## src/rtl/fifo_rd_packer_if.sv

```systemverilog
// Bundles the FIFO read port and the packed-word output stream of fifo_rd_packer.
// master = packer side, slave = FIFO/consumer side.
interface fifo_rd_packer_if #(
  parameter int DATA_W = 8,
  parameter int NBYTES = 4
);
  logic                     fifo_empty;
  logic [DATA_W-1:0]        fifo_rd_data;
  logic                     fifo_rd_en;
  logic [DATA_W*NBYTES-1:0] out_data;
  logic [NBYTES-1:0]        out_keep;
  logic                     out_last;
  logic                     out_valid;
  logic                     out_ready;

  modport master (
    input  fifo_empty, fifo_rd_data, out_ready,
    output fifo_rd_en, out_data, out_keep, out_last, out_valid
  );

  modport slave (
    output fifo_empty, fifo_rd_data, out_ready,
    input  fifo_rd_en, out_data, out_keep, out_last, out_valid
  );
endinterface

```

## src/rtl/fifo_rd_packer.sv

```systemverilog
// Read-side byte packer: pops FIFO bytes and packs NBYTES of them little-endian
// into words on a valid/ready stream; flush emits a partial word with keep/last.
module fifo_rd_packer #(
  parameter int DATA_W = 8,
  parameter int NBYTES = 4
) (
  input  logic              rd_clk,
  input  logic              rd_rst,
  fifo_rd_packer_if.master  bus,
  input  logic              flush,
  output logic              busy
);
  localparam int WORD_W = DATA_W * NBYTES;
  localparam int CNT_W  = $clog2(NBYTES);
  localparam logic [CNT_W-1:0] LAST_CNT = CNT_W'(NBYTES - 1);

  typedef enum logic [0:0] {ACCUM, FLUSH} state_t;

  state_t              state_reg, state_next;
  logic [CNT_W-1:0]    cnt_reg, cnt_next;
  logic [WORD_W-1:0]   acc_reg, acc_next;
  logic                flush_pend_reg, flush_pend_next;
  logic [WORD_W-1:0]   out_data_reg, out_data_next;
  logic [NBYTES-1:0]   out_keep_reg, out_keep_next;
  logic                out_last_reg, out_last_next;
  logic                out_valid_reg, out_valid_next;

  logic                slot_free;
  logic                pop;
  logic [WORD_W-1:0]   acc_with_byte;
  logic [NBYTES-1:0]   partial_keep;

  // Per-lane view: accumulator with the head byte dropped into lane cnt,
  // and the keep mask covering lanes below cnt.
  for (genvar gi = 0; gi < NBYTES; gi++) begin : g_lane
    assign acc_with_byte[gi*DATA_W +: DATA_W] =
      (cnt_reg == CNT_W'(gi)) ? bus.fifo_rd_data : acc_reg[gi*DATA_W +: DATA_W];
    assign partial_keep[gi] = (CNT_W'(gi) < cnt_reg);
  end

  always_comb begin
    slot_free = !out_valid_reg || bus.out_ready;
    // The completing byte may only pop when the output slot can take the word.
    pop = (state_reg == ACCUM) && !bus.fifo_empty && !flush_pend_reg &&
          ((cnt_reg != LAST_CNT) || slot_free);

    state_next      = state_reg;
    cnt_next        = cnt_reg;
    acc_next        = acc_reg;
    flush_pend_next = flush_pend_reg;
    out_data_next   = out_data_reg;
    out_keep_next   = out_keep_reg;
    out_last_next   = out_last_reg;
    out_valid_next  = out_valid_reg && !bus.out_ready;

    case (state_reg)
      ACCUM: begin
        if (pop) begin
          if (cnt_reg == LAST_CNT) begin
            out_data_next  = acc_with_byte;
            out_keep_next  = '1;
            out_last_next  = 1'b0;
            out_valid_next = 1'b1;
            cnt_next       = '0;
            acc_next       = '0;
          end else begin
            acc_next = acc_with_byte;
            cnt_next = cnt_reg + CNT_W'(1);
          end
        end
        if (flush) begin
          flush_pend_next = 1'b1;
          state_next      = FLUSH;
        end
      end
      FLUSH: begin
        if (slot_free) begin
          // Unfilled lanes are already zero because acc is cleared on every word.
          if (cnt_reg != '0) begin
            out_data_next  = acc_reg;
            out_keep_next  = partial_keep;
            out_last_next  = 1'b1;
            out_valid_next = 1'b1;
            cnt_next       = '0;
            acc_next       = '0;
          end
          flush_pend_next = 1'b0;
          state_next      = ACCUM;
        end
      end
      default: state_next = ACCUM;
    endcase
  end

  always_ff @(posedge rd_clk or posedge rd_rst) begin
    if (rd_rst) begin
      state_reg      <= ACCUM;
      cnt_reg        <= '0;
      acc_reg        <= '0;
      flush_pend_reg <= 1'b0;
      out_data_reg   <= '0;
      out_keep_reg   <= '0;
      out_last_reg   <= 1'b0;
      out_valid_reg  <= 1'b0;
    end else begin
      state_reg      <= state_next;
      cnt_reg        <= cnt_next;
      acc_reg        <= acc_next;
      flush_pend_reg <= flush_pend_next;
      out_data_reg   <= out_data_next;
      out_keep_reg   <= out_keep_next;
      out_last_reg   <= out_last_next;
      out_valid_reg  <= out_valid_next;
    end
  end

  assign bus.fifo_rd_en = pop;
  assign bus.out_data   = out_data_reg;
  assign bus.out_keep   = out_keep_reg;
  assign bus.out_last   = out_last_reg;
  assign bus.out_valid  = out_valid_reg;
  assign busy           = (cnt_reg != '0) || flush_pend_reg || out_valid_reg;
endmodule

```

## src/flat_wrapper.sv

```systemverilog
// flat-port wrapper written by rule: the top's interface ports become plain ports
module fifo_rd_packer_flat 
#(
  parameter int DATA_W = 8,
  parameter int NBYTES = 4
)
  (rd_clk, rd_rst, flush, busy, bus_fifo_empty, bus_fifo_rd_data, bus_out_ready, bus_fifo_rd_en, bus_out_data, bus_out_keep, bus_out_last, bus_out_valid);
  fifo_rd_packer_if #(.DATA_W(DATA_W), .NBYTES(NBYTES)) bus_i ();
  input  logic rd_clk;
  input  logic rd_rst;
  input  logic flush;
  output logic busy;
  input wire logic [$bits(bus_i.fifo_empty)-1:0] bus_fifo_empty;
  input wire logic [$bits(bus_i.fifo_rd_data)-1:0] bus_fifo_rd_data;
  input wire logic [$bits(bus_i.out_ready)-1:0] bus_out_ready;
  output wire logic [$bits(bus_i.fifo_rd_en)-1:0] bus_fifo_rd_en;
  output wire logic [$bits(bus_i.out_data)-1:0] bus_out_data;
  output wire logic [$bits(bus_i.out_keep)-1:0] bus_out_keep;
  output wire logic [$bits(bus_i.out_last)-1:0] bus_out_last;
  output wire logic [$bits(bus_i.out_valid)-1:0] bus_out_valid;
  assign bus_i.fifo_empty = bus_fifo_empty;
  assign bus_i.fifo_rd_data = bus_fifo_rd_data;
  assign bus_i.out_ready = bus_out_ready;
  assign bus_fifo_rd_en = bus_i.fifo_rd_en;
  assign bus_out_data = bus_i.out_data;
  assign bus_out_keep = bus_i.out_keep;
  assign bus_out_last = bus_i.out_last;
  assign bus_out_valid = bus_i.out_valid;
  fifo_rd_packer #(.DATA_W(DATA_W), .NBYTES(NBYTES)) u_core (.rd_clk(rd_clk), .rd_rst(rd_rst), .bus(bus_i), .flush(flush), .busy(busy));
endmodule
```

## config.mk

```make
export PLATFORM = sky130hd
export DESIGN_NAME = fifo_rd_packer_flat
export DESIGN_NICKNAME = d
export VERILOG_FILES = /design/src/rtl/fifo_rd_packer_if.sv /design/src/rtl/fifo_rd_packer.sv /design/src/flat_wrapper.sv
export SDC_FILE = /design/constraint.sdc
export NUM_CORES = 1
export LEC_CHECK = 0
export BUFFER_PORTS_ARGS = -buffer_cell sky130_fd_sc_hd__buf_2
export CORE_ASPECT_RATIO = 1.5
export CORE_MARGIN = 2
export CORE_UTILIZATION = 56
export CTS_BUF_LIST = sky130_fd_sc_hd__clkbuf_16
export CTS_CLUSTER_DIAMETER = 150
export DETAILED_ROUTE_END_ITERATION = 12
export PLACE_DENSITY = 0.91
export SLEW_MARGIN = 20
export SYNTH_ARGS = -nofsm -noshare
export SYNTH_HDL_FRONTEND = slang
export SYNTH_SLANG_ARGS = --single-unit
export TNS_END_PERCENT = 20
```

## constraint.sdc

```tcl
create_clock -name rd_clk -period 3.2 [get_ports rd_clk]
set_input_delay 0.48 -clock rd_clk [delete_from_list [all_inputs] [get_ports rd_clk]]
set_output_delay 0.48 -clock rd_clk [all_outputs]
set_load 0.01 [all_outputs]
```

---- Yosys cells after proc, flatten, opt, wreduce, memory -nomap -nowiden ----
Index checks and enable logic that the tools add are counted.
W data, S select, Z words.
operators by class
  muxes and demuxes ....................... 40
  magnitude comparators ................... 4
  equal/unequal tests ..................... 9
  reductions and logical operators ........ 17
  bitwise gates (word level) .............. 1
  add/sub/neg operators ................... 1
operator list
  operator               number
  $mux W32               8
  $pmux W32 S2           2
  $mux W8                4
  $mux W4                4
  $mux W1                12
  $ne A2 B2 Y1 const B   6
  $mux W2                4
  $pmux W1 S2            4
  $pmux W4 S2            1
  $eq A2 B2 Y1 const B   2
  $logic_and A1 B1 Y1    4
  $logic_not A1 Y1       4
  $logic_or A1 B1 Y1     4
  $lt A1 B2 Y1 const A   2
  $lt A2 B2 Y1 const A   2
  $pmux W2 S2            1
  $reduce_and A4 Y1      1
  $reduce_and A3 Y1      1
  $add A2 B1 Y2 const B  1
  $eq A2 B1 Y1 const B   1
  $logic_not A2 Y1       1
  $reduce_and A2 Y1      1
  $reduce_bool A2 Y1     1
  $not A1 Y1             1
storage, ports and cells
  output and inout bits ................... 40
  register bits ........................... 74
  logic and storage cells ................. 80

---- Logic depth before layout (Yosys ltp) ----
Gate-level depths: netlist of the first run.
  word-level depth ........................ 6
  gate-level depth with buffers ........... 9
  mapped depth without buffers ............ 6

---- Worst setup path after synthesis of the first run ----
OpenSTA, ideal clock, no wires.
  kind .................................... register to output
  start ................................... register u_core.cnt_reg[0]
  end ..................................... output busy
  data arrival time ....................... 1374 ps
  required time ........................... 2720 ps
  buffers on the path ..................... 1
  stages on the path, launching flop included .. 6
  path slack .............................. 1346 ps
  path through ............................ dfrtp_1 inv_1 ha_1 clkbuf_1 inv_1 or3_1
between the ends
  cells in the longest elaborated chain, start to end .. 3
RTL lines
  what                             line                   RTL
  from (decl)                      fifo_rd_packer.sv:20   logic [CNT_W-1:0] cnt_reg, cnt_next;
  from (signal assigned)           fifo_rd_packer.sv:107  cnt_reg <= cnt_next;
  $reduce_bool A2 Y1               fifo_rd_packer.sv:122  assign busy = (cnt_reg != '0) || flush_pend_reg || out_valid_reg;
  $logic_or A1 B1 Y1 (2 in a row)  fifo_rd_packer.sv:122
  to (decl)                        flat_wrapper.sv:12     output logic busy;
Every way passes these cells.

---- Worst setup path after layout of the first run ----
  start ................................... register u_core.state_reg
  end ..................................... output bus_fifo_rd_en
between the ends
  cells in the longest elaborated chain, start to end .. 4
RTL lines
  what                              line                   RTL
  from (decl)                       fifo_rd_packer.sv:19   state_t state_reg, state_next;
  from (signal assigned)            fifo_rd_packer.sv:106  state_reg <= state_next;
  $not A1 Y1                        fifo_rd_packer.sv:44   pop = (state_reg == ACCUM) && !bus.fifo_empty && !flush_pend_reg &&
  $logic_and A1 B1 Y1 (3 in a row)  fifo_rd_packer.sv:44
  to (decl)                         flat_wrapper.sv:16     output wire logic [$bits(bus_i.fifo_rd_en)-1:0] bus_fifo_rd_en;
Every way passes these cells.

==> impl_metrics.py, run 1 <==
metrics = {
    "synth": {
        "yosysMostFrequentCell": "dfrtp_1",
        "synth-compound-area-share_pct": 17.9,
        "synth.area.mux_share_pct": 10.4,
        "synth.top_cell.area_share_pct": 56.3,
        "syn-num-nets": 303,
        "yosysWarningCount": 0,
        "syn_area_um2": 3290,
        "ys_seq_area_share_pct": 56.3,
        "synthXorXnorAreaFrac_pct": 0,
        "synthAdderAreaFrac_pct": 1.90,
        "synth_seq_cells": 74,
        "synth_top_cells_by_count": "dfrtp_1 (74), nand2_1 (36), a22o_1 (32), mux2i_1 (32), o21ai_1 (31)",
        "synth-simple-area-share_pct": 8.78,
        "synth-async-reset-ratio_pct": 100,
        "yosys.area.top_type": "dfrtp_1",
        "synth_top_flop_cell": "dfrtp_1",
        "synth_edf_count": 0,
        "synthTopCellsByArea": "dfrtp_1 (56%), mux2i_1 (9.7%), a22o_1 (8.5%)",
        "postSynthCellCount": 285,
        "syn_avg_cell_area_um2": 11.6,
        "synthDistinctLibCells": 33,
        "synth_top_family_by_area": "compound AO/OA/AOI/OAI gates",
    },
    "placement": {
        "pre_cts_slack_ns": 0.990,
        "portBuffers": 52,
        "dp.final_hpwl_mm": 4.79,
        "place_congestion": 0.829,
    },
    "setup_path": {
        "cpLargestDelayFamily": "flip-flops",
        "slowest_delay_ns": 0.71,
        "path_class": "reg -> out",
        "critPathLaunch": "u_core.state_reg",
        "cp.arrival_ns": 2.00,
        "timing.rr.start": "u_core.cnt_reg[0]",
        "crit_path_cell_trace": "o21bai_1 > o21ai_0 > nor2_1 > buf_2",
        "critPathRequiredTime_ns": 2.72,
        "cp-start-kind": "flop",
        "cp_num_buf_inv": 1,
        "worst-r2r-setup-slack_ns": 0.95,
        "crit_slowest_cell": "dfrtp_1",
        "critPathMaxFanout": 18,
        "crit_path_end_kind": "output pin",
    },
    "layout": {
        "layout.nets": 348,
        "drive_gt1_share_pct": 24.8,
        "areaGrowthSynthToFinish_pct": 17.3,
        "n_antenna_cell": 0,
    },
    "global_routing": {
        "grt.overflow.total": 0,
        "antenna_found_initial": 0,
        "grt_pass1_wl_mm": 12.2,
        "grt_pass1_vias": 2454,
        "grt_max_degree": 42,
        "grt_usage_pct": 25.3,
    },
    "power_and_ir_drop": {
        "p_total_w": 0.00392,
        "ir_drop_v": 0.000607,
        "power_leakage_nw": 1.92,
        "power_per_cell_area_nw_per_um2": 1020,
    },
    "timing": {
        "min_period_over_period_pct": 77.6,
        "slew-limit-headroom_pct": 39.4,
        "worstMarginPinSlew_ns": 0.909,
        "period_needed_ns": 2.48,
        "setup_violations": 0,
        "slew_violations": 0,
        "tns_ns": 0,
        "max_freq_mhz": 403,
        "final.setup_skew_ns": 0.00548,
        "worst_slack_ns": 0.718,
        "hold_viol": 0,
        "rsz0062_at_grt": "false",
    },
    "run": {
        "drv_cap": 0,
    },
    "clock_tree": {
        "cts.sinks": 74,
        "ctsResizeCount": 0,
        "htree_num_levels": 3,
        "hold_buffers": 0,
        "clockRootBuffer": "clkbuf_16",
        "path_clk_slew_ns": 0.06,
        "cts_buffers": 9,
        "postCtsSetupRepairBufs": 0,
        "worstSkewPairLatency_ns": 0.33,
        "clockBufferDepth": 2,
        "cts_tree": "done",
    },
    "route": {
        "drc": 0,
        "drt-vias-per-instance": 5.85,
        "route.vias.total": 2381,
        "drt_iter0_drc": 121,
        "drt-total-wl_mm": 7.31,
        "avgRoutedWirePerCell_um": 18.0,
        "ant_nets": 0,
        "drt_pass1_iterations": 4,
    },
    "floorplanning": {
        "initial_utilization_pct": 57.3,
        "die_w_um": 66.6,
        "die_h_um": 97.9,
        "rows": 34,
        "die_area_um2": 6520,
        "ios": 53,
        "core_um2": 5740,
    },
    "hold_path": {
        "hp-class": "in -> async",
    },
    "status": {
        "run_status": "complete, no violations",
    },
}
[cell usage in the layout (no fill, tap or decap)]
cell type,netlist,layout
a21o_1,1,1
clkinvlp_4,0,1
nand2_1,36,36
o221ai_4,0,1
ha_1,5,5
nor4_1,1,1
and3_1,1,1
clkbuf_16,0,9
o21bai_1,1,1
nand3_1,1,1
a21oi_1,2,2
inv_2,0,1
clkinv_1,0,3
or2_1,1,1
a22o_1,32,32
inv_1,6,5
nor2_2,5,5
nor2b_4,1,1
mux2i_1,32,32
buf_12,0,1
nand2b_1,5,5
or3_1,2,2
mux2_2,2,2
buf_4,0,2
nor2b_1,3,3
a21boi_0,1,1
nor2_1,6,6
o21ai_2,4,4
o21ai_1,31,31
dfrtp_1,74,74
o211a_4,1,1
bufinv_16,0,2
a211o_1,1,1
buf_2,1,52
a2bb2oi_1,1,1
o21ai_0,7,7
clkinv_2,0,1
[kinds of logic (layout without fill, tap and decap cells)]
| logic type | Yosys count | after routing |
|---|---|---|
| adder cells (fa/ha/maj) | 5 | 5 |
| multiplexers | 34 | 34 |
| AO/OA/AOI/OAI | 83 | 83 |
| AND/OR/NAND/NOR | 62 | 62 |
| flip-flops | 74 | 74 |
| buffers and inverters | 27 | 77 |
[stage by stage]
step / hold WS (ns) / area, um2 / utilization (%) / instances
floorplan: 0.465 / 3290 / - / 285
global placement: 0.416 / 3550 / 61.9 / 391
detailed placement: 0.429 / 3550 / 61.9 / 391
CTS: 0.0800 / 3860 / 67.3 / 407
global route: 0.0948 / 3860 / 67.3 / 407
finish: 0.0748 / 3860 / 67.3 / 407
[final cells by class]
| cell class | instances | area, um2 |
|---|---|---|
| Fill cell | 403 | 1880 |
| Sequential cell | 74 | 1850 |
| Multi-Input combinational cell | 184 | 1290 |
| Timing Repair Buffer | 55 | 295 |
| Clock buffer | 9 | 225 |
| Tap cell | 72 | 90.1 |
| Clock inverter | 7 | 83.8 |
| Inverter | 6 | 22.5 |
[worst paths after layout]
check                                     endpoint  depth (start not counted)
setup / recovery                    bus_fifo_rd_en                          4
hold / removal             u_core.bus.out_data[31]                          2
setup reg to reg            u_core.bus.out_data[8]                          7
hold reg to reg             u_core.bus.out_keep[0]                          1
max in group asynchronous       u_core.acc_reg[31]                          3
min in group rd_clk               u_core.state_reg                          2
[report_power, final]
group          internal (W)  switching (W)  total (W)
logic              0.000583       0.000805    0.00139
clock network      0.000672       0.000366    0.00104
registers           0.00128       0.000223    0.00150
[routing by layer]
layer  wire length, um  global-route usage [%]
met3               403                    6.11
met1              2800                    30.6
met2              3750                    39.6
met5                 0                       0
met4               348                    16.2
Note: power is estimated with default switching activity, not from simulation.
==> inputs of run 2 (changes only) <==
ABC_AREA = 1   (was not set)
CORE_UTILIZATION = 58   (was 56)
PLACE_DENSITY = 0.92   (was 0.91)
clock period = 2.5 ns   (was 3.2 ns; I/O delays follow)
==> impl_metrics.py, run 2 <==
metrics = {
    "global_routing": {
        "grt.overflow.total": 0,
        "grt_max_degree": 75,
        "grt_usage_pct": 29.7,
        "grt_pass1_wl_mm": 18.0,
        "antenna_found_initial": 0,
        "grt_pass1_vias": 4021,
    },
    "route": {
        "route.vias.total": 4061,
        "drt_pass1_iterations": 5,
        "avgRoutedWirePerCell_um": 14.3,
        "drt_iter0_drc": 522,
        "ant_nets": 0,
        "drc": 0,
        "drt-vias-per-instance": 5.56,
        "drt-total-wl_mm": 10.5,
    },
    "synth": {
        "ys_seq_area_share_pct": 44.8,
        "synth-async-reset-ratio_pct": 100,
        "synth_top_cells_by_count": "nand2_1 (301), nand3_1 (100), dfrtp_1 (74), inv_1 (50), nor2_1 (34)",
        "yosysMostFrequentCell": "nand2_1",
        "postSynthCellCount": 608,
        "synth_edf_count": 0,
        "synthTopCellsByArea": "dfrtp_1 (45%), nand2_1 (27%), nand3_1 (12%)",
        "synth_seq_cells": 74,
        "syn_area_um2": 4140,
        "yosys.area.top_type": "dfrtp_1",
        "syn_avg_cell_area_um2": 6.80,
        "synth_top_flop_cell": "dfrtp_1",
        "yosysWarningCount": 0,
        "synth.top_cell.area_share_pct": 44.8,
        "synthDistinctLibCells": 17,
        "syn-num-nets": 626,
    },
    "clock_tree": {
        "postCtsSetupRepairBufs": 0,
        "hold_buffers": 0,
        "cts_buffers": 9,
        "path_clk_slew_ns": 0.06,
        "cts.sinks": 74,
        "htree_num_levels": 3,
        "clockRootBuffer": "clkbuf_16",
        "clockBufferDepth": 2,
        "cts_tree": "done",
        "ctsResizeCount": 0,
        "worstSkewPairLatency_ns": 0.34,
    },
    "timing": {
        "tns_ns": 0,
        "worstMarginPinSlew_ns": 0.724,
        "min_period_over_period_pct": 87.0,
        "rsz0062_at_grt": "false",
        "worst_slack_ns": 0.325,
        "final.setup_skew_ns": 0.00448,
        "slew_violations": 0,
        "max_freq_mhz": 460,
        "setup_violations": 0,
        "hold_viol": 0,
        "slew-limit-headroom_pct": 51.6,
        "period_needed_ns": 2.17,
    },
    "layout": {
        "areaGrowthSynthToFinish_pct": 14.8,
        "n_antenna_cell": 0,
        "final_common_cell": "nand2_1",
        "drive_gt1_share_pct": 13.3,
        "post-route-util_pct": 68.8,
        "layout.nets": 666,
        "stdcell_count": 731,
        "fillers": 538,
        "final_cell_mix": "nand2_1 (301), nand3_1 (100), dfrtp_1 (74)",
        "final_cell_area_um2": 4750,
    },
    "power_and_ir_drop": {
        "p_seq_share_pct": 32.3,
        "p_int_w": 0.00361,
        "netSwitchingFraction_pct": 41.7,
        "power_leakage_nw": 2.87,
        "ir_drop_v": 0.000803,
        "clkPwrFrac_pct": 25.6,
        "combPwrFrac_pct": 42.1,
        "power_per_cell_area_nw_per_um2": 1310,
        "p_sw_w": 0.00259,
    },
    "setup_path": {
        "cp.arrival_ns": 1.80,
        "cp-start-kind": "flop",
        "critPathMaxFanout": 10,
        "critPathRequiredTime_ns": 2.12,
        "crit_path_end_kind": "output pin",
        "path_class": "reg -> out",
    },
    "placement": {
        "placed_cells": 715,
        "place_area_um2": 4370,
        "portBuffers": 52,
        "pre_cts_slack_ns": 0.311,
        "place_congestion": 0.840,
        "dp.final_hpwl_mm": 6.58,
    },
    "floorplanning": {
        "die_area_um2": 7830,
        "die_w_um": 72.9,
        "core_um2": 6900,
        "rows": 37,
        "die_h_um": 107,
        "initial_utilization_pct": 59.9,
        "ios": 53,
    },
    "hold_path": {
        "hp-class": "in -> async",
    },
    "status": {
        "run_status": "complete, no violations",
    },
    "run": {
        "drv_cap": 0,
    },
}
[run 2: worst paths after layout]
path                                        start                       to  slack, ns  depth (start not counted)
max in group asynchronous                  rd_rst   u_core.bus.out_data[2]       2.06                          3
hold / removal                             rd_rst  u_core.bus.out_data[11]       0.12                          3
min in group rd_clk                         flush    u_core.flush_pend_reg       0.27                          3
setup / recovery                u_core.cnt_reg[1]                     busy       0.33                          6
hold reg to reg            u_core.bus.out_keep[0]   u_core.bus.out_keep[0]       0.46                          2
setup reg to reg                u_core.cnt_reg[0]       u_core.acc_reg[26]       0.33                          7
[run 2: kinds of logic (layout without fill, tap and decap cells)]
logic type	count (synthesis)	after routing	share of synthesized area, %
AND/OR/NAND/NOR	439	439	43.2
buffers and inverters	86	131	9.92
flip-flops	74	74	44.8
adder cells (fa/ha/maj)	5	5	1.51
AO/OA/AOI/OAI	4	4	0.545
[run 2: worst max-delay path: stages, from the launching register on]
cell and delay (ns):
dfrtp_1 0.43, inv_1 0.13, ha_2 0.32, clkinvlp_4 0.24
nor2_1 0.14, nand2_1 0.06, buf_2 0.13
[run 2: cell type report]
type	count	area (um2)	area share, %
Clock inverter	7	141	2.98
Inverter	52	199	4.19
Multi-Input combinational cell	448	1880	39.5
Clock buffer	9	225	4.75
Sequential cell	74	1850	39.0
Tap cell	78	97.6	2.06
Timing Repair Buffer	63	355	7.49
[run 2: power by group through the flow]
stage / combinational [W] / clock, W / sequential (W)
floorplan: 0.00185 / 0 / 0.00206
global placement: 0.00243 / 0 / 0.00198
detailed placement: 0.00253 / 0 / 0.00201
CTS: 0.00258 / 0.00161 / 0.00199
global route: 0.00297 / 0.00166 / 0.00206
finish: 0.00261 / 0.00159 / 0.00200
[run 2: metrics by stage]
stage                     hold slack (ns)  total power (W)
final                               0.117          0.00620
after global routing                0.173          0.00669
after CTS                           0.130          0.00618
after detailed placement            0.450          0.00453
after global placement              0.444          0.00441
after floorplan                     0.458          0.00391
[run 2: per-layer routing]
layer  global-route usage (%)  wire length [um]  vias up
li1                         -                 -     1937
met2                     48.3              5290      201
met3                     7.96               799       43
met1                     34.6              4010     1880
met5                        0                 0        -
met4                     17.1               383        0
